--- src/rtl/pipeline_hazard_ctrl.sv ---
// pipeline_hazard_ctrl
//  Central sequencer for the IF/ID, ID/EX, EX/MEM and MEM/WB stage registers
//  and the PC. It resolves load-use hazards, taken-branch redirects and
//  multi-cycle data-memory waits, and it halts the pipeline on a memory timeout.
//
//  Ports
//   clk, reset                  rising-edge clock, asynchronous active-high reset
//   id_rs1/id_rs2, id_use_rs*   source registers of the ID instruction and their use flags
//   ex_rd, ex_mem_read          destination register of the EX instruction, and the
//                               flag that marks it as a load
//   ex_br_taken                 EX resolved a taken branch or jump
//   mem_req, mem_ready          data-memory access in MEM, and its completion
//   *_we / *_flush              write enable and zero-load for each stage register
//   pc_we                       PC write enable
//   mem_timeout                 sticky error flag, high while halted
//   stall_cnt, flush_cnt        saturating performance counters
module pipeline_hazard_ctrl #(
  parameter int MEM_TIMEOUT = 64,
  parameter int CNT_W       = 32
) (
  input  logic             clk,
  input  logic             reset,
  input  logic [4:0]       id_rs1,
  input  logic [4:0]       id_rs2,
  input  logic             id_use_rs1,
  input  logic             id_use_rs2,
  input  logic [4:0]       ex_rd,
  input  logic             ex_mem_read,
  input  logic             ex_br_taken,
  input  logic             mem_req,
  input  logic             mem_ready,
  output logic             pc_we,
  output logic             if_id_we,
  output logic             if_id_flush,
  output logic             id_ex_we,
  output logic             id_ex_flush,
  output logic             ex_mem_we,
  output logic             ex_mem_flush,
  output logic             mem_wb_we,
  output logic             mem_wb_flush,
  output logic             mem_timeout,
  output logic [CNT_W-1:0] stall_cnt,
  output logic [CNT_W-1:0] flush_cnt
);

  localparam int WAIT_W = $clog2(MEM_TIMEOUT + 1);

  typedef enum logic [1:0] {RUN, MEM_WAIT, HALT} state_t;

  state_t            state;
  logic [WAIT_W-1:0] wait_cnt;
  logic [WAIT_W-1:0] wait_nxt;
  logic              lu_hz;
  logic              mem_stall;
  logic              hold;     // memory wait: freeze PC..EX/MEM, bubble into WB
  logic              resolve;  // pipeline is free to apply branch/load-use rules
  logic              br_event;

  function automatic logic [CNT_W-1:0] sat_inc(input logic [CNT_W-1:0] v);
    return (&v) ? v : v + CNT_W'(1);
  endfunction

  assign lu_hz = ex_mem_read && (ex_rd != 5'd0) &&
                 ((id_use_rs1 && (id_rs1 == ex_rd)) ||
                  (id_use_rs2 && (id_rs2 == ex_rd)));
  assign mem_stall   = mem_req && !mem_ready;
  assign wait_nxt    = wait_cnt + WAIT_W'(1);
  assign mem_timeout = (state == HALT);

  // While waiting on memory, only mem_ready matters: the access is already in MEM.
  always_comb begin
    hold    = 1'b0;
    resolve = 1'b0;
    case (state)
      RUN:      begin hold = mem_stall;  resolve = !mem_stall; end
      MEM_WAIT: begin hold = !mem_ready; resolve = mem_ready;  end
      default:  begin hold = 1'b0;       resolve = 1'b0;       end
    endcase
  end

  // A branch pending under a stall is picked up on the release cycle, so it is
  // counted exactly once.
  assign br_event = !reset && resolve && ex_br_taken;

  always_comb begin
    pc_we        = 1'b1;
    if_id_we     = 1'b1;
    if_id_flush  = 1'b0;
    id_ex_we     = 1'b1;
    id_ex_flush  = 1'b0;
    ex_mem_we    = 1'b1;
    ex_mem_flush = 1'b0;
    mem_wb_we    = 1'b1;
    mem_wb_flush = 1'b0;
    if (reset || state == HALT) begin
      pc_we     = 1'b0;
      if_id_we  = 1'b0;
      id_ex_we  = 1'b0;
      ex_mem_we = 1'b0;
      mem_wb_we = 1'b0;
    end else if (hold) begin
      pc_we        = 1'b0;
      if_id_we     = 1'b0;
      id_ex_we     = 1'b0;
      ex_mem_we    = 1'b0;
      mem_wb_flush = 1'b1;
    end else if (ex_br_taken) begin
      // The load-use partner in ID is wrong-path, so it is squashed, not stalled.
      if_id_flush = 1'b1;
      id_ex_flush = 1'b1;
    end else if (lu_hz) begin
      pc_we       = 1'b0;
      if_id_we    = 1'b0;
      id_ex_flush = 1'b1;
    end
  end

  always_ff @(posedge clk or posedge reset) begin
    if (reset) begin
      state     <= RUN;
      wait_cnt  <= '0;
      stall_cnt <= '0;
      flush_cnt <= '0;
    end else begin
      if (!pc_we)   stall_cnt <= sat_inc(stall_cnt);
      if (br_event) flush_cnt <= sat_inc(flush_cnt);
      case (state)
        RUN: begin
          if (mem_stall) begin
            wait_cnt <= WAIT_W'(1);
            state    <= (MEM_TIMEOUT <= 1) ? HALT : MEM_WAIT;
          end
        end
        MEM_WAIT: begin
          if (mem_ready) begin
            wait_cnt <= '0;
            state    <= RUN;
          end else begin
            wait_cnt <= wait_nxt;
            if (wait_nxt >= WAIT_W'(MEM_TIMEOUT)) state <= HALT;
          end
        end
        default: state <= HALT;
      endcase
    end
  end

endmodule

--- config.mk ---
export PLATFORM = sky130hd
export DESIGN_NAME = pipeline_hazard_ctrl
export DESIGN_NICKNAME = d
export VERILOG_FILES = /design/src/rtl/pipeline_hazard_ctrl.sv
export SDC_FILE = /design/constraint.sdc
export NUM_CORES = 1
export LEC_CHECK = 0
export CORE_UTILIZATION = 35
export DETAILED_ROUTE_END_ITERATION = 8
export PLACE_DENSITY = 0.71
export SYNTH_ARGS = -nofsm -noshare
export SYNTH_HDL_FRONTEND = slang
export SYNTH_SLANG_ARGS = --single-unit
--- constraint.sdc ---
create_clock -name clk -period 4.49 [get_ports clk]
set_input_delay 1.1225 -clock clk [delete_from_list [all_inputs] [get_ports clk]]
set_output_delay 1.1225 -clock clk [all_outputs]
set_load 0.05 [all_outputs]
# Word level (Yosys, flattened, before mapping)

Cells that the tools add are included.

Flip-flop bits (word level): 73
Input bits: 23
Output and inout bits: 74
Logic and storage cells: 63

Add/subtract/negate cells: 3
Order comparisons: 1
Equal/unequal tests: 6
Mux-type cells: 25
Bitwise logic cells: 3
Reductions and logical operators: 21

Operators with widths:

| kind                    | number |
|---|---|
| $add A32 B1 Y32 const B | 2 |
| $reduce_and A32 Y1      | 2 |
| $mux W1                 | 16 |
| $mux W7                 | 2 |
| $pmux W7 S2             | 1 |
| $eq A5 B5 Y1            | 2 |
| $reduce_and A2 Y1       | 4 |
| $add A7 B1 Y7 const B   | 1 |
| $ge A7 B7 Y1 const B    | 1 |
| $logic_and A1 B1 Y1     | 7 |
| $mux W2                 | 3 |
| $reduce_bool A5 Y1      | 1 |
| $pmux W1 S2             | 2 |
| $pmux W2 S2             | 1 |
| $logic_not A1 Y1        | 3 |
| $ne A3 B3 Y1 const B    | 1 |
| $not A1 Y1              | 3 |
| $eq A2 B1 Y1 const B    | 1 |
| $eq A2 B2 Y1 const B    | 1 |
| $logic_not A2 Y1        | 1 |
| $logic_or A1 B1 Y1      | 2 |
| $ne A2 B2 Y1 const B    | 1 |
| $reduce_bool A2 Y1      | 1 |

# Logic depth before layout (Yosys ltp)

Gate-level depths: netlist (run 1).

Depth after elaboration: 10
Gate-level depth with buffers: 8
Depth with buffers taken out: 6

# Worst setup path after synthesis (run 1)

Ideal clock, no wire load.

Kind: input-to-output
Start: input reset
End: output pc_we
Arrival time: 3.367 ns
Data required time: 3.368 ns
Path slack: 0.000 ns
Cell stages on the path: 4
Buffers on the path: 1
Cells stage by stage: nor2_1 -> nand2_2 -> a31oi_1 -> buf_4

Word-level cells in the longest chain between the ends: 2

RTL lines:

| what               | RTL line | RTL |
|---|---|---|
| from (decl)        | 22       | `input logic reset,` |
| $logic_or A1 B1 Y1 | 95       | `if (reset \|\| state == HALT) begin` |
| $mux W1            | --       |  |
| to (decl)          | 32       | `output logic pc_we,` |

No other way between the ends.

# Final worst setup path (run 1)

Start: input mem_ready
End: output if_id_flush

Word-level cells in the longest chain between the ends: 5

RTL lines:

| what                 | RTL line | RTL |
|---|---|---|
| from (decl)          | 31       | `input logic mem_ready,` |
| $logic_not A1 Y1 (*) | 66, 76   |  |
| $logic_and A1 B1 Y1  | 66       | `assign mem_stall = mem_req && !mem_ready;` |
| $pmux W1 S2 (*)      | 74       | `case (state)` |
| $mux W1 (*)          | 101      | `end else if (hold) begin` |
| $mux W1 (*)          | 95       |  |
| to (decl)            | 34       | `output logic if_id_flush,` |

Every way passes the cells marked *; elsewhere a longest branch is shown, timed or not.

==> metrics, run 1 <==
status complete, no violations; reg2reg end stall_cnt[1]$_DFFE_PP0P_; cell family with most CP delay buffers and inverters; ant diodes 0; Final period util 91.7%; CP max stage cell clkdlybuf4s50_1; CP endpoint kind output pin; final layout net count 485; Synthesized Nets 388; Hold Crit Class flip-flop to flip-flop; Critical Path Fanout Max 6; Fmax 243 MHz; cells after synthesis 362; skew final 6.50 ps; Die Ht 107 µm; drt initial violations 161; Total GRT Usage 16.0%; Syn Area/Cell 10.7 µm²; Slew @ Worst Pin 786 ps; # DRC 0; drt total wl 8670 µm; std cell rows 38; CTS max path bufs 2; CTS Sinks 73; Post-CTS Setup Bufs 0; clock edge transition at the registers on the reported setup and hold paths 70 ps; final-layout fill cell count 1011; RSZ-0062 raised after global routing no; initial antenna violation count 0; DPL Wire Length 6310 µm; vias per std cell 5.05; share of cells above drive strength 1 10.8%; hold path depth 1; Critical Path RT 3370 ps; pin count of the biggest net entering global routing 39; RR Startpoint stall_cnt[7]$_DFFE_PP0P_; ys async rst share 100%; H-Tree Level Count 3; Netlist cell types 55; vias in the first global route 2990; CTS Buf Count 9; Final Hold Fails 0; # setup viols final 0; Routed WL per cell 14.4 µm; Mapped Area 3880 µm²; DRT Pass-1 Iters 4; starting density of the core 35.9%; Core Region 10800 µm²; LEAKAGE 2.29 nW; Die X-Extent 107 µm; r2r setup slk 2300 ps; post-cts sizing count 0; Power Density 362 nW/µm²; CTS tree done; Post-Place Setup Slack 358 ps; Die ar. 11500 µm²; Slew HR 47.5%; CP Launch Type input port; max cap viols 0; sequential fraction of the synthesis area 47.1%; first-pass GRT wire length 14600 µm; Worst Reg-to-Reg Cells 7; gr ovfl total 0; Max VDD drop 0.339 mV; number of I/O pins 97; crit path kind input port to output pin; Hold Path End stall_cnt[17]$_DFFE_PP0P_; Final ANT Viol Nets 0; DR vias 3048; hold_buf cts 0; crit-path cells clkdlybuf4s50_1 -> o21bai_1 -> or2_1 -> nand2_2 -> nor2_1 -> clkdlybuf4s50_1; Synth Register Bits 73; fin area 5200 µm²; CP arrival 3000 ps; TNS Setup 0 ps; Max Slew Vio Count 0; largest stage delay on the critical path 800 ps; worst path bufs/invs 2; input/output buffers 95; Root Buffer clkbuf_8; final worst slack 371 ps; Placer Congestion 0.769; hold path start stall_cnt[17]$_DFFE_PP0P_; Main synth FF type dfrtp_1; most frequent CP cell clkdlybuf4s50_1; clock latency on the worst-skew pair 340 ps; Placement Cell Area 4970 µm²; Area growth syn-to-layout 34.1%; Post-synth EDFFs 0; Synthesis Warnings 0; minimum clock period after layout 4120 ps
-- registers in the layout (all words and copies together) (netlist names) --
register / cells
flush_cnt: 32
stall_cnt: 32
wait_cnt: 7
state: 2
-- area by class of cell --
cell class	instances	area [µm²]	share of cell area, %
clock buffer	11	151	2.91
clock inverter	4	76.3	1.47
inverter	5	18.8	0.361
multi-input combinational	271	1940	37.3
sequential	73	1830	35.1
tap	140	175	3.37
timing repair buffer	99	1010	19.5
-- worst reg2reg max path, stage by stage, from the launching register on --
cell,delay (ps)
dfrtp_1,460
nand4_1,170
nor2_1,330
nand4_1,220
o22ai_2,130
buf_4,360
nor2_2,110
mux2_4,300
-- cell usage after synthesis (4+ instances only) --
cell | count | share of area [%]
buf_2 | 4 | 0.52
nor3_1 | 16 | 2.1
nor4_4 | 4 | 2.2
inv_1 | 5 | 0.48
buf_6 | 4 | 1.2
nor3_2 | 6 | 1.5
nand3_1 | 27 | 3.5
nor4_1 | 7 | 1.1
o21ai_0 | 7 | 0.90
dfrtp_1 | 73 | 47
nand2_1 | 28 | 2.7
xor2_1 | 35 | 7.9
nand4_1 | 19 | 3.1
and4_1 | 4 | 0.90
xnor2_1 | 37 | 8.4
buf_4 | 4 | 0.77
and3_1 | 14 | 2.3
nor2_1 | 19 | 1.8
-- cell usage in the layout, fill, tap and decap left out, types with 2 or more instances in the layout --
cell type        count
a31oi_1              2
and2_1               2
and3_1              14
and4_1               4
buf_12               3
buf_4                4
bufinv_16            2
clkbuf_8            11
clkdlybuf4s50_1     92
dfrtp_1             73
ha_1                 3
inv_1                4
mux2i_1              3
nand2_1             28
nand2_2              2
nand2b_1             2
nand3_1             27
nand4_1             19
nor2_1              19
nor3_1              16
nor3_2               6
nor3b_1              2
nor4_1               7
nor4_2               2
nor4_4               4
o21ai_0              7
o21bai_1             2
xnor2_1             37
xor2_1              35
-- per-stage QoR --
| stage | total power, W | utilization [%] | hold WS (ps) | cells |
|---|---|---|---|---|
| final | 0.00188 | 48.2 | 492 | 603 |
| after global routing | 0.00197 | 48.2 | 514 | 603 |
| after CTS | 0.00191 | 48.2 | 496 | 603 |
| after detailed placement | 0.00132 | 46.0 | 482 | 588 |
| after global placement | 0.00131 | 46.0 | 464 | 588 |
| after floorplan | 0.00113 | - | 447 | 362 |
-- how the worst max path moves through the flow --
stage	end	cells after the start	slack (ps)	from
finish	if_id_flush	6	370	mem_ready
global route	if_id_flush	6	250	mem_ready
CTS	if_id_flush	6	340	mem_ready
detailed placement	if_id_flush	6	360	mem_ready
global placement	if_id_flush	6	370	mem_ready
floorplan	pc_we	4	0.03	reset
-- power by group --
part | switching, W | internal [W]
combinational | 0.000319 | 0.000189
sequential | 0.0000777 | 0.000715
clock | 0.000239 | 0.000341
-- logic make-up after synthesis --
family | after synthesis | share of synthesized area (%)
AO/OA/AOI/OAI | 22 | 3.84
AND/OR/NAND/NOR | 168 | 27.2
buffers and inverters | 18 | 3.03
other | 1 | 0.0967
multiplexers | 5 | 1.45
adder cells (fa/ha/maj) | 3 | 0.968
XOR/XNOR | 72 | 16.3
flip-flops | 73 | 47.1
-- metal layers --
metal  GRT usage, %  part of all wire, %
met5              0                    0
met4           5.19                  1.5
met3           4.07                  4.9
met2           26.5                   49
met1           20.4                   44
(Power assumes the default switching activity.)
==> run 2, diff against run 1 <==
--- a/config.mk
+++ b/config.mk
@@ -5,6 +5,7 @@
 export SDC_FILE = /design/constraint.sdc
 export NUM_CORES = 1
 export LEC_CHECK = 0
+export CORE_ASPECT_RATIO = 1.2
 export CORE_UTILIZATION = 35
 export DETAILED_ROUTE_END_ITERATION = 8
 export PLACE_DENSITY = 0.71
==> metrics, run 2 (synthesis results as in run 1) <==
DPL Wire Length 6440 µm; Final period util 91.5%; share of cells above drive strength 1 11.0%; max cap viols 0; Total GRT Usage 16.5%; CTS max path bufs 2; ant diodes 0; CTS Sinks 73; H-Tree Level Count 3; CTS Buf Count 9; Seq. cell area 1830 µm²; LEAKAGE 2.32 nW; Flop pwr share 39.5%; biggest registers after layout flush_cnt (32), stall_cnt (32), wait_cnt (7); input/output buffers 95; largest stage delay on the critical path 800 ps; Critical Path RT 3370 ps; hold_buf cts 0; drt total wl 8980 µm; RR Startpoint stall_cnt[7]$_DFFE_PP0P_; Fmax 244 MHz; failing checks DRC; minimum clock period after layout 4110 ps; cell family with most CP delay buffers and inverters; WP depth 6; Root Buffer clkbuf_16; starting density of the core 36.3%; worst path bufs/invs 3; Routed WL per cell 15.2 µm; crit-path cells clkdlybuf4s50_1 -> o21bai_1 -> or2_1 -> nand2_2 -> inv_1 -> clkdlybuf4s50_1; first-pass GRT wire length 15200 µm; std cell rows 41; r2r setup slk 2240 ps; final layout net count 485; Hold Crit Class flip-flop to flip-flop; Critical Path Fanout Max 6; Max VDD drop 0.377 mV; clock edge transition at the registers on the reported setup and hold paths 50 ps; hold path start wait_cnt[5]$_DFFE_PP0P_; switching share of power 33.5%; status finished, violations left; # DRC 6; CP endpoint kind output pin; # setup viols final 0; Placer Congestion 0.746; dpl cells 577; RSZ-0062 raised after global routing no; CP max stage cell clkdlybuf4s50_1; Die ar. 11500 µm²; Max Slew Vio Count 0; total power 0.00201 W; crit path launch mem_ready; initial antenna violation count 0; Slew @ Worst Pin 568 ps; gr ovfl total 0; clock latency on the worst-skew pair 330 ps; crit path kind input port to output pin; TNS Setup 0 ps; net load switching power 0.000671 W; Area growth syn-to-layout 35.4%; Core Region 10700 µm²; CP arrival 2980 ps; skew final 8.18 ps; CP Launch Type input port; most common cell after layout, fill and taps aside clkdlybuf4s50_1; DR vias 3103; Power Density 382 nW/µm²; drt initial violations 139; Die Ht 117 µm; Int Pwr 0.00133 W; Post-CTS Setup Bufs 0; final-layout fill cell count 996; number of I/O pins 97; Final ANT Viol Nets 0; most frequent CP cell clkdlybuf4s50_1; clock power share 35.1%; power share of the combinational group 25.4%; vias per std cell 5.24; vias in the first global route 3186; CTS tree done; Critical Path End id_ex_we; reg2reg end stall_cnt[1]$_DFFE_PP0P_; most frequent cells in the layout 91 x clkdlybuf4s50_1, 73 x dfrtp_1, 37 x xnor2_1; Finished Layout Cells 592; post-cts sizing count 0; Worst Reg-to-Reg Cells 7; hold path depth 1; Slew HR 62.2%; Final Hold Fails 0; DRT Pass-1 Iters 6; pin count of the biggest net entering global routing 74; Die X-Extent 98.1 µm; footprint of the multi-input gates 1940 µm²
==> run 2: cell types whose count changed in the layout (fill, tap and decap cells not counted) <==
cell             delta
clkdlybuf4s50_1     -1
bufinv_16           -1
clkinv_4            +1
buf_4               +1
clkbuf_8           -11
clkbuf_16           +9
clkinvlp_4          +2
==> run 2: layer usage <==
layer	GRT usage, %	wire, µm	vias up
li1	-	-	1475
met1	20.4	3880	1537
met2	28.1	4490	76
met3	3.44	448	15
met4	7.47	163	0
met5	0	0	-
==> run 2: cell type report <==
class / count / share of cell area [%]
multi-input cells: 271 / 36.9
flip-flops and latches: 73 / 34.8
repair buffers: 99 / 19.2
clock buffers: 9 / 4.29
well taps: 129 / 3.08
clock inverters: 6 / 1.33
inverters: 5 / 0.358
==> run 2: power groups by stage <==
stage          logic [W]  clock network (W)  registers [W]
2_1_floorplan   0.000160                  0       0.000971
3_3_place_gp    0.000499                  0       0.000799
3_5_place_dp    0.000511                  0       0.000802
4_1_cts         0.000512           0.000728       0.000793
5_1_grt         0.000537           0.000752       0.000804
6_report        0.000509           0.000704       0.000793
==> run 2: worst min path at each step <==
stage / endpoint / slack (ps)
after floorplan: wait_cnt[5]$_DFFE_PP0P_ / 450
after global placement: wait_cnt[5]$_DFFE_PP0P_ / 470
after detailed placement: wait_cnt[5]$_DFFE_PP0P_ / 480
after CTS: wait_cnt[5]$_DFFE_PP0P_ / 490
after global routing: wait_cnt[5]$_DFFE_PP0P_ / 510
final: wait_cnt[5]$_DFFE_PP0P_ / 490
==> run 2: per-stage QoR <==
stage / setup slack, ps / hold WS (ps) / instance area (µm²) / util [%]
after floorplan: 0.0298 / 447 / 3880 / -
after global placement: 406 / 466 / 4950 / 46.4
after detailed placement: 367 / 480 / 4950 / 46.4
after CTS: 364 / 491 / 5250 / 49.2
after global routing: 289 / 513 / 5250 / 49.2
final: 383 / 487 / 5250 / 49.2
==> run 2: worst register-to-register path: stages (launching register included) <==
cell and delay (ps):
dfrtp_1 440, nand4_1 170, nor2_1 380, nand4_1 230
o22ai_2 130, buf_4 360, nor2_2 110, mux2_4 300
